## src/rtl/operand_fifo_if.sv

```systemverilog
// Operand-B buffer handshake bundle: producer side (in_*), consumer side (out_*),
// synchronous flush and occupancy count. The master modport is the environment
// driving the buffer; the slave modport is the buffer itself.
interface operand_fifo_if #(
  parameter int WIDTH = 16,
  parameter int DEPTH = 4
);
  localparam int CNT_W = $clog2(DEPTH + 1);

  logic             flush;
  logic             in_valid;
  logic [WIDTH-1:0] in_data;
  logic             in_ready;
  logic             out_valid;
  logic [WIDTH-1:0] out_data;
  logic             out_ready;
  logic [CNT_W-1:0] count;

  modport master (
    output flush, in_valid, in_data, out_ready,
    input  in_ready, out_valid, out_data, count
  );

  modport slave (
    input  flush, in_valid, in_data, out_ready,
    output in_ready, out_valid, out_data, count
  );
endinterface

```

## src/rtl/operand_fifo.sv

```systemverilog
// Purpose: DEPTH-entry operand-B queue between register-read and the ALU B input.
// Latency: 1 cycle from accepted push to out_valid on an empty buffer; no fall-through.
// Backpressure: in_ready = !full from registered state; a pop never frees a slot in the same cycle.
// Optional: define OPB_TRACE_EN for a per-edge simulation trace of push/pop/flush events.
module operand_fifo #(
  parameter int WIDTH = 16,
  parameter int DEPTH = 4
) (
  input  logic           clk,
  input  logic           rst_n,
  operand_fifo_if.slave  bus
);
  localparam int PTR_W = $clog2(DEPTH);
  localparam int CNT_W = $clog2(DEPTH + 1);

  logic [WIDTH-1:0] mem [DEPTH];
  logic [PTR_W-1:0] wr_ptr;
  logic [PTR_W-1:0] rd_ptr;
  logic [CNT_W-1:0] count_q;

  logic full;
  logic empty;
  logic push;
  logic pop;

  // Status comes from the count only; pointers alone cannot tell full from empty.
  assign full  = (count_q == CNT_W'(DEPTH));
  assign empty = (count_q == '0);

  assign bus.in_ready  = ~full;
  assign bus.out_valid = ~empty;
  assign bus.out_data  = empty ? '0 : mem[rd_ptr];
  assign bus.count     = count_q;

  assign push = bus.in_valid  & ~full;
  assign pop  = bus.out_ready & ~empty;

  // Storage, pointers and occupancy; flush beats any simultaneous push/pop.
  always_ff @(posedge clk or negedge rst_n) begin
    if (!rst_n) begin
      wr_ptr  <= '0;
      rd_ptr  <= '0;
      count_q <= '0;
      for (int i = 0; i < DEPTH; i++) begin
        mem[i] <= '0;
      end
    end else if (bus.flush) begin
      wr_ptr  <= '0;
      rd_ptr  <= '0;
      count_q <= '0;
    end else begin
      if (push) begin
        mem[wr_ptr] <= bus.in_data;
        wr_ptr      <= wr_ptr + 1'b1;
      end
      if (pop) begin
        rd_ptr <= rd_ptr + 1'b1;
      end
      case ({push, pop})
        2'b10:   count_q <= count_q + 1'b1;
        2'b01:   count_q <= count_q - 1'b1;
        default: count_q <= count_q;
      endcase
    end
  end

`ifdef OPB_TRACE_EN
  // Simulation trace of the events committed at each edge.
  always @(posedge clk) begin
    if (rst_n) begin
      if (bus.flush) begin
        $display(" At this posedge operand B flush");
      end else begin
        if (push) $display(" At this posedge operand B push=%h count=%d", bus.in_data, count_q);
        if (pop)  $display(" At this posedge operand B pop=%h count=%d", mem[rd_ptr], count_q);
      end
    end
  end
`else
`endif

endmodule

```

## src/flat_wrapper.sv

```systemverilog
// flat-port wrapper written by rule: the top's interface ports become plain ports
module operand_fifo_flat 
#(
  parameter int WIDTH = 16,
  parameter int DEPTH = 4
)
  (clk, rst_n, bus_flush, bus_in_valid, bus_in_data, bus_out_ready, bus_in_ready, bus_out_valid, bus_out_data, bus_count);
  operand_fifo_if #(.WIDTH(WIDTH), .DEPTH(DEPTH)) bus_i ();
  input  logic clk;
  input  logic rst_n;
  input wire logic [$bits(bus_i.flush)-1:0] bus_flush;
  input wire logic [$bits(bus_i.in_valid)-1:0] bus_in_valid;
  input wire logic [$bits(bus_i.in_data)-1:0] bus_in_data;
  input wire logic [$bits(bus_i.out_ready)-1:0] bus_out_ready;
  output wire logic [$bits(bus_i.in_ready)-1:0] bus_in_ready;
  output wire logic [$bits(bus_i.out_valid)-1:0] bus_out_valid;
  output wire logic [$bits(bus_i.out_data)-1:0] bus_out_data;
  output wire logic [$bits(bus_i.count)-1:0] bus_count;
  assign bus_i.flush = bus_flush;
  assign bus_i.in_valid = bus_in_valid;
  assign bus_i.in_data = bus_in_data;
  assign bus_i.out_ready = bus_out_ready;
  assign bus_in_ready = bus_i.in_ready;
  assign bus_out_valid = bus_i.out_valid;
  assign bus_out_data = bus_i.out_data;
  assign bus_count = bus_i.count;
  operand_fifo #(.WIDTH(WIDTH), .DEPTH(DEPTH)) u_core (.clk(clk), .rst_n(rst_n), .bus(bus_i));
endmodule
```

## config.mk

```make
export PLATFORM = sky130hd
export DESIGN_NAME = operand_fifo_flat
export DESIGN_NICKNAME = d
export VERILOG_FILES = /design/src/rtl/operand_fifo_if.sv /design/src/rtl/operand_fifo.sv /design/src/flat_wrapper.sv
export SDC_FILE = /design/constraint.sdc
export NUM_CORES = 1
export LEC_CHECK = 0
export CAP_MARGIN = 30
export CORE_ASPECT_RATIO = 0.9
export CORE_MARGIN = 1.5
export CORE_UTILIZATION = 25
export CTS_CLUSTER_DIAMETER = 50
export DETAILED_ROUTE_END_ITERATION = 7
export GPL_ROUTABILITY_DRIVEN = 0
export PLACE_DENSITY = 0.39
export RECOVER_POWER = 50
export SLEW_MARGIN = 15
export SYNTH_ARGS = -nofsm -noshare
export SYNTH_HDL_FRONTEND = slang
export SYNTH_SLANG_ARGS = --single-unit
```

## constraint.sdc

```tcl
create_clock -name clk -period 4.5 [get_ports clk]
set_input_delay 0.9 -clock clk [delete_from_list [all_inputs] [get_ports clk]]
set_output_delay 0.9 -clock clk [all_outputs]
set_load 0.01 [all_outputs]
```

======== After elaboration in Yosys (flattened, before gate mapping) ========
Index checks and enable logic that the tools add are counted.
word-level totals
  register bits ........................... 71
  output and inout port bits .............. 21
  logic and storage cells ................. 43
operators by class
  add/sub/neg operators ................... 4
  $lt $le $gt $ge ......................... 3
  eq/ne operators ......................... 3
  muxes and demuxes ....................... 13
  bitwise gates (word level) .............. 7
  reduce and logical (&&, ||, !) cells .... 6
operators by type and width
  kind                                                                           count
  64-bit bitwise mux                                                             1
  16-bit 2-to-1 mux                                                              4
  16-bit binary-select mux with 2-bit select                                     1
  16-bit demux with 2-bit select                                                 1
  2-bit 2-to-1 mux                                                               4
  3-bit >= comparator (second input constant)                                    2
  2-bit NOT with 3-bit output                                                    2
  3-bit case mux with 2 select lines                                             1
  2-bit by 1-bit adder with 2-bit output (second input constant)                 2
  2-bit nonzero test                                                             2
  3-bit by 1-bit adder with 3-bit output (second input constant)                 1
  3-bit == test (second input constant)                                          1
  3-bit logical NOT                                                              1
  3-bit by 1-bit less-than comparator with 1-bit output (second input constant)  1
  3-bit 2-to-1 mux                                                               1
  1-bit NOT                                                                      3
  3-bit nonzero test                                                             1
  3-bit by 1-bit subtractor with 3-bit output (second input constant)            1
  1-bit AND                                                                      2
  2-bit by 1-bit == test with 1-bit output (second input constant)               1
  2-bit == test (second input constant)                                          1
  2-bit AND reduction                                                            1
  1-bit logical AND                                                              1

======== Depth between registers and ports, before layout ========
  depth in word-level cells ............... 6
  depth in mapped cells ................... 8
  depth with buffers taken out ............ 6

======== Least setup slack after synthesis ========
OpenSTA, ideal clock, no wires.
  path type ............................... input port to flip-flop
  start point ............................. input bus_in_valid
  end point ............................... register u_core.count_q[1], in the netlist u_core.bus.count[1]
  arrival time ............................ 2225 ps
  data required time ...................... 4399 ps
  slack ................................... 2174 ps
  stages .................................. 6
  path buffers ............................ 1
  cells stage by stage .................... clkbuf_1 > o21ai_0 > and3_1 > fa_1 > a31oi_1 > nor4_1
on the way
  cells in the longest elaborated chain, start to end .. 4
  elaborated cells between the ends (all ways) .. 6
  those cells by class .................... eq/ne: 2; mux: 2; bitwise: 1; reduce/logical: 1
ends and longest elaborated chain
  element                                                                    line                RTL
  start, declared                                                            flat_wrapper.sv:12  input wire logic [$bits(bus_i.in_valid)-1:0] bus_in_valid;
  1-bit AND (*)                                                              operand_fifo.sv:35  assign push = bus.in_valid & ~full;
  2-bit by 1-bit == test with 1-bit output or 2-bit == test (tied branches)  operand_fifo.sv:59  case ({push, pop})
  3-bit case mux with 2 select lines                                         operand_fifo.sv:59
  3-bit 2-to-1 mux                                                           operand_fifo.sv:47  end else if (bus.flush) begin
  end signal, assigned                                                       operand_fifo.sv:60  2'b10: count_q <= count_q + 1'b1;
  end signal, assigned                                                       operand_fifo.sv:61  2'b01: count_q <= count_q - 1'b1;
  end signal, assigned                                                       operand_fifo.sv:62  default: count_q <= count_q;
  end, declared                                                              operand_fifo.sv:19  logic [CNT_W-1:0] count_q;
Mark *: on every way between the ends. The rest lies on a longest branch, timed or not.
A chain may end at the register's enable or synchronous reset.

======== Worst setup path in the final report ========
  start point ............................. register u_core.rd_ptr[0]
  end point ............................... output bus_out_data[4]
on the way
  cells in the longest elaborated chain, start to end .. 5
ends and longest elaborated chain
  element                                               line                RTL
  start, declared                                       operand_fifo.sv:18  logic [PTR_W-1:0] rd_ptr;
  start signal, assigned                                operand_fifo.sv:57  rd_ptr <= rd_ptr + 1'b1;
  2-bit NOT with 3-bit output (not written as such)     operand_fifo.sv:32  assign bus.out_data = empty ? '0 : mem[rd_ptr];
  16-bit binary-select mux with 2-bit select            operand_fifo.sv:32
  16-bit 2-to-1 mux (not written as such) (2 in a row)  operand_fifo.sv:32
  16-bit 2-to-1 mux                                     operand_fifo.sv:32
  end, declared                                         flat_wrapper.sv:17  output wire logic [$bits(bus_i.out_data)-1:0] bus_out_data;
No other way between the ends. The select of a mux whose other input is x is not followed.

==> impl_results.md <==
* Min Clock Period, post-route at 3.46 ns
* Clk pin slew, worst setup/hold paths at 0.06 ns
* DRT Wirelength at 8150 µm
* Pwr Density at 546 nW/µm²
* DRC viols at 0
* Chip Width at 131 µm
* Final Hold Viols at 0
* HP Start: u_core.mem[50]
* Internal Power at 0.00177 W
* Yosys reg bits at 71
* Post-DRT Antenna Nets at 0
* Cells after Synth at 237
* Vias post-DR at 2074
* Syn Area/Cell at 15.5 µm²
* Seq pwr share at 41.0%
* Unique masters post-synth at 37
* Most frequent cells in the layout: dfrtp_1, mux2_4, clkdlybuf4s50_1, mux2_2, and2_1
* Clock buffer depth at 2
* First-pass GRT wire length at 13000 µm
* Mapped cell area at 3680 µm²
* Layer carrying the most global-route usage: met2
* Yosys Warn Count at 0
* DRT Pass-1 Iters at 4
* Die Y at 118 µm
* Antenna Cells at 0
* Ports at 42
* Hold crit path type: flip-flop to flip-flop
* Asr flop ratio synth at 100%
* CORE AREA at 14200 µm²
* Synth Flop Type: dfrtp_1
* Setup crit end kind: output port
* Most common cell after layout, fill and taps aside: dfrtp_1
* Crit path launch type: flip-flop
* Vias in the first global route at 2185
* Seq/Total Area, Yosys at 48.3%
* Worst vdd ir at 0.208 mV
* Area Growth Syn to Fin at 21.7%
* Layout cells sized above 1 at 34.9%
* Cell Rows at 41
* Slew margin rel. at 4.43%
* Comb power frac at 32.1%
* Fin Setup TNS at 0 ns
* WHS Endpoint: u_core.mem[50]
* Max Clk Rate at 289 MHz
* R2r startpoint: u_core.bus.count[0]
* Met3 usage at 4.05%
* # fillers at 1436
* CTS tree: built
* Worst EP arrival at 2.56 ns
* Post-synth EDFFs at 0
* Num CTS Buffers at 9
* Switching pwr at 0.000674 W
* Leakage at 1.97 nW
* Reg2reg end: u_core.bus.count[1]
* Later-pin clock latency in the skew report at 0.33 ns
* Detailed Place HPWL at 4940 µm
* DR vias/cell at 4.38
* Fin util at 31.5%
* Tcrit/Tclk final at 76.8%
* Slew @ Worst Pin at 1.43 ns
* Initial antenna violation count at 0
* Largest net degree at the start of global routing at 55
* 1st-iter DRT viols at 67
* R2r setup slk at 1.90 ns
* Met1 usage at 15.8%
* Max Cap Violations at 0
* Clock Skews at 0.00994 ns
* Port Buffers at 41
* Crit-path max FO at 12
* Hold path cells at 1
* RSZ-0062 raised after global routing: false
* Post-cts hold buffer count at 0
* Cts repair resizes at 0
* Post-CTS Setup Bufs at 0
* Worst r2r path cells at 5
* Synthesized net count at 263
* Final setup viols at 0
* Met2 Track Usage GR at 16.8%
* Die area at 15400 µm²
* Clk sinks at 71
* Net Sw Frac at 27.6%
* CTS root buffer: clkbuf_16
* Critical path class: flip-flop to output port
* Max-slew violation count at 0
* H-tree depth at 3
* Outcome: finished, final reports clean
* Routed WL per cell at 17.2 µm
* Clock power frac at 26.9%
* Grt ovf at 0
* CP Data Required Time at 3.60 ns
* Initial core utilization at 25.9%
* Final #Nets at 302
* GRT Resource Usage Total at 11.4%
[worst max-delay path: stages (launching register included)]
cell	delay [ns]
dfrtp_1	0.62
buf_4	0.36
mux4_1	0.59
and2_1	0.18
clkdlybuf4s50_1	0.47
[cell families (layout without fill, tap and decap cells)]
logic type	Yosys count	count (layout)	synth area share [%]
muxes	80	80	33.9
DFF	71	71	48.3
and+or+nand+nor	40	40	8.13
buffers and inverters	21	65	4.08
AOI/OAI and AO/OA	17	17	2.96
adders and majority gates	5	5	1.91
xor gates and xnor gates	3	3	0.715
[power by group through the flow]
stage                     Combinational, W  Clock, W  Sequential, W
after detailed placement          0.000798         0        0.00101
after floorplan                   0.000596         0       0.000945
after global placement            0.000789         0        0.00102
after CTS                         0.000803  0.000677        0.00100
after global routing              0.000848  0.000709        0.00103
final                             0.000783  0.000658        0.00100
[state kept, by name (all words and copies together), names as in the netlist]
name and count:
u_core.mem 64, u_core.bus.count 3, u_core.rd_ptr 2, u_core.wr_ptr 2
[metrics by stage]
stage               std cells  worst slack (ns)  area (µm²)  power, W  hold WS [ns]
floorplan                 237              2.17        3680   0.00154         0.470
global placement          457              1.37        4210   0.00181         0.482
detailed placement        458              1.36        4240   0.00181         0.487
CTS                       474             0.980        4500   0.00248         0.500
global route              474             0.883        4480   0.00259         0.518
finish                    474              1.04        4480   0.00244         0.497
[worst max path at each step]
stage                     start             endpoint  slack (ns)  depth (start not counted)
2_1_floorplan      bus_in_valid  u_core.bus.count[1]        2.17                          6
3_3_place_gp   u_core.rd_ptr[0]      bus_out_data[2]        1.37                          4
3_5_place_dp   u_core.rd_ptr[0]      bus_out_data[4]        1.36                          4
4_1_cts        u_core.rd_ptr[0]      bus_out_data[4]        0.98                          4
5_1_grt        u_core.rd_ptr[0]      bus_out_data[2]        0.88                          4
6_report       u_core.rd_ptr[0]      bus_out_data[4]        1.04                          4
[per-layer routing]
layer  routed length [µm]  vias up
met3                  385       10
met4                   96        0
met1                 4130     1077
li1                     -      943
met2                 3540       44
met5                    0        -
[cell usage after synthesis (2+ instances only)]
| cell | count | area, µm² |
|---|---|---|
| a21oi_1 | 5 | 25.0 |
| and2_1 | 17 | 106 |
| buf_2 | 8 | 40.0 |
| buf_6 | 6 | 67.6 |
| dfrtp_1 | 71 | 1780 |
| ha_1 | 4 | 50.1 |
| inv_1 | 4 | 15.0 |
| mux2_2 | 24 | 270 |
| mux2_4 | 40 | 601 |
| mux4_1 | 4 | 105 |
| mux4_2 | 12 | 270 |
| nand2b_1 | 5 | 31.3 |
| nand3_1 | 3 | 15.0 |
| nand3_4 | 4 | 70.1 |
| nand3b_1 | 2 | 15.0 |
| nor2_1 | 2 | 7.51 |
| o21ai_0 | 3 | 15.0 |
| o22ai_1 | 2 | 12.5 |
| or3_1 | 2 | 12.5 |
| xor2_1 | 2 | 17.5 |
[area by class of cell]
class                      instances  area [µm²]  share of cell area (%)
clock buffer                      13         250                    5.59
clock inverter                     3        18.8                   0.419
inverter                           5        18.8                   0.419
multi-input combinational        145        1750                    39.1
sequential                        71        1780                    39.7
tap                              193         241                    5.40
timing repair buffer              44         422                    9.42
(Power assumes the default switching activity.)
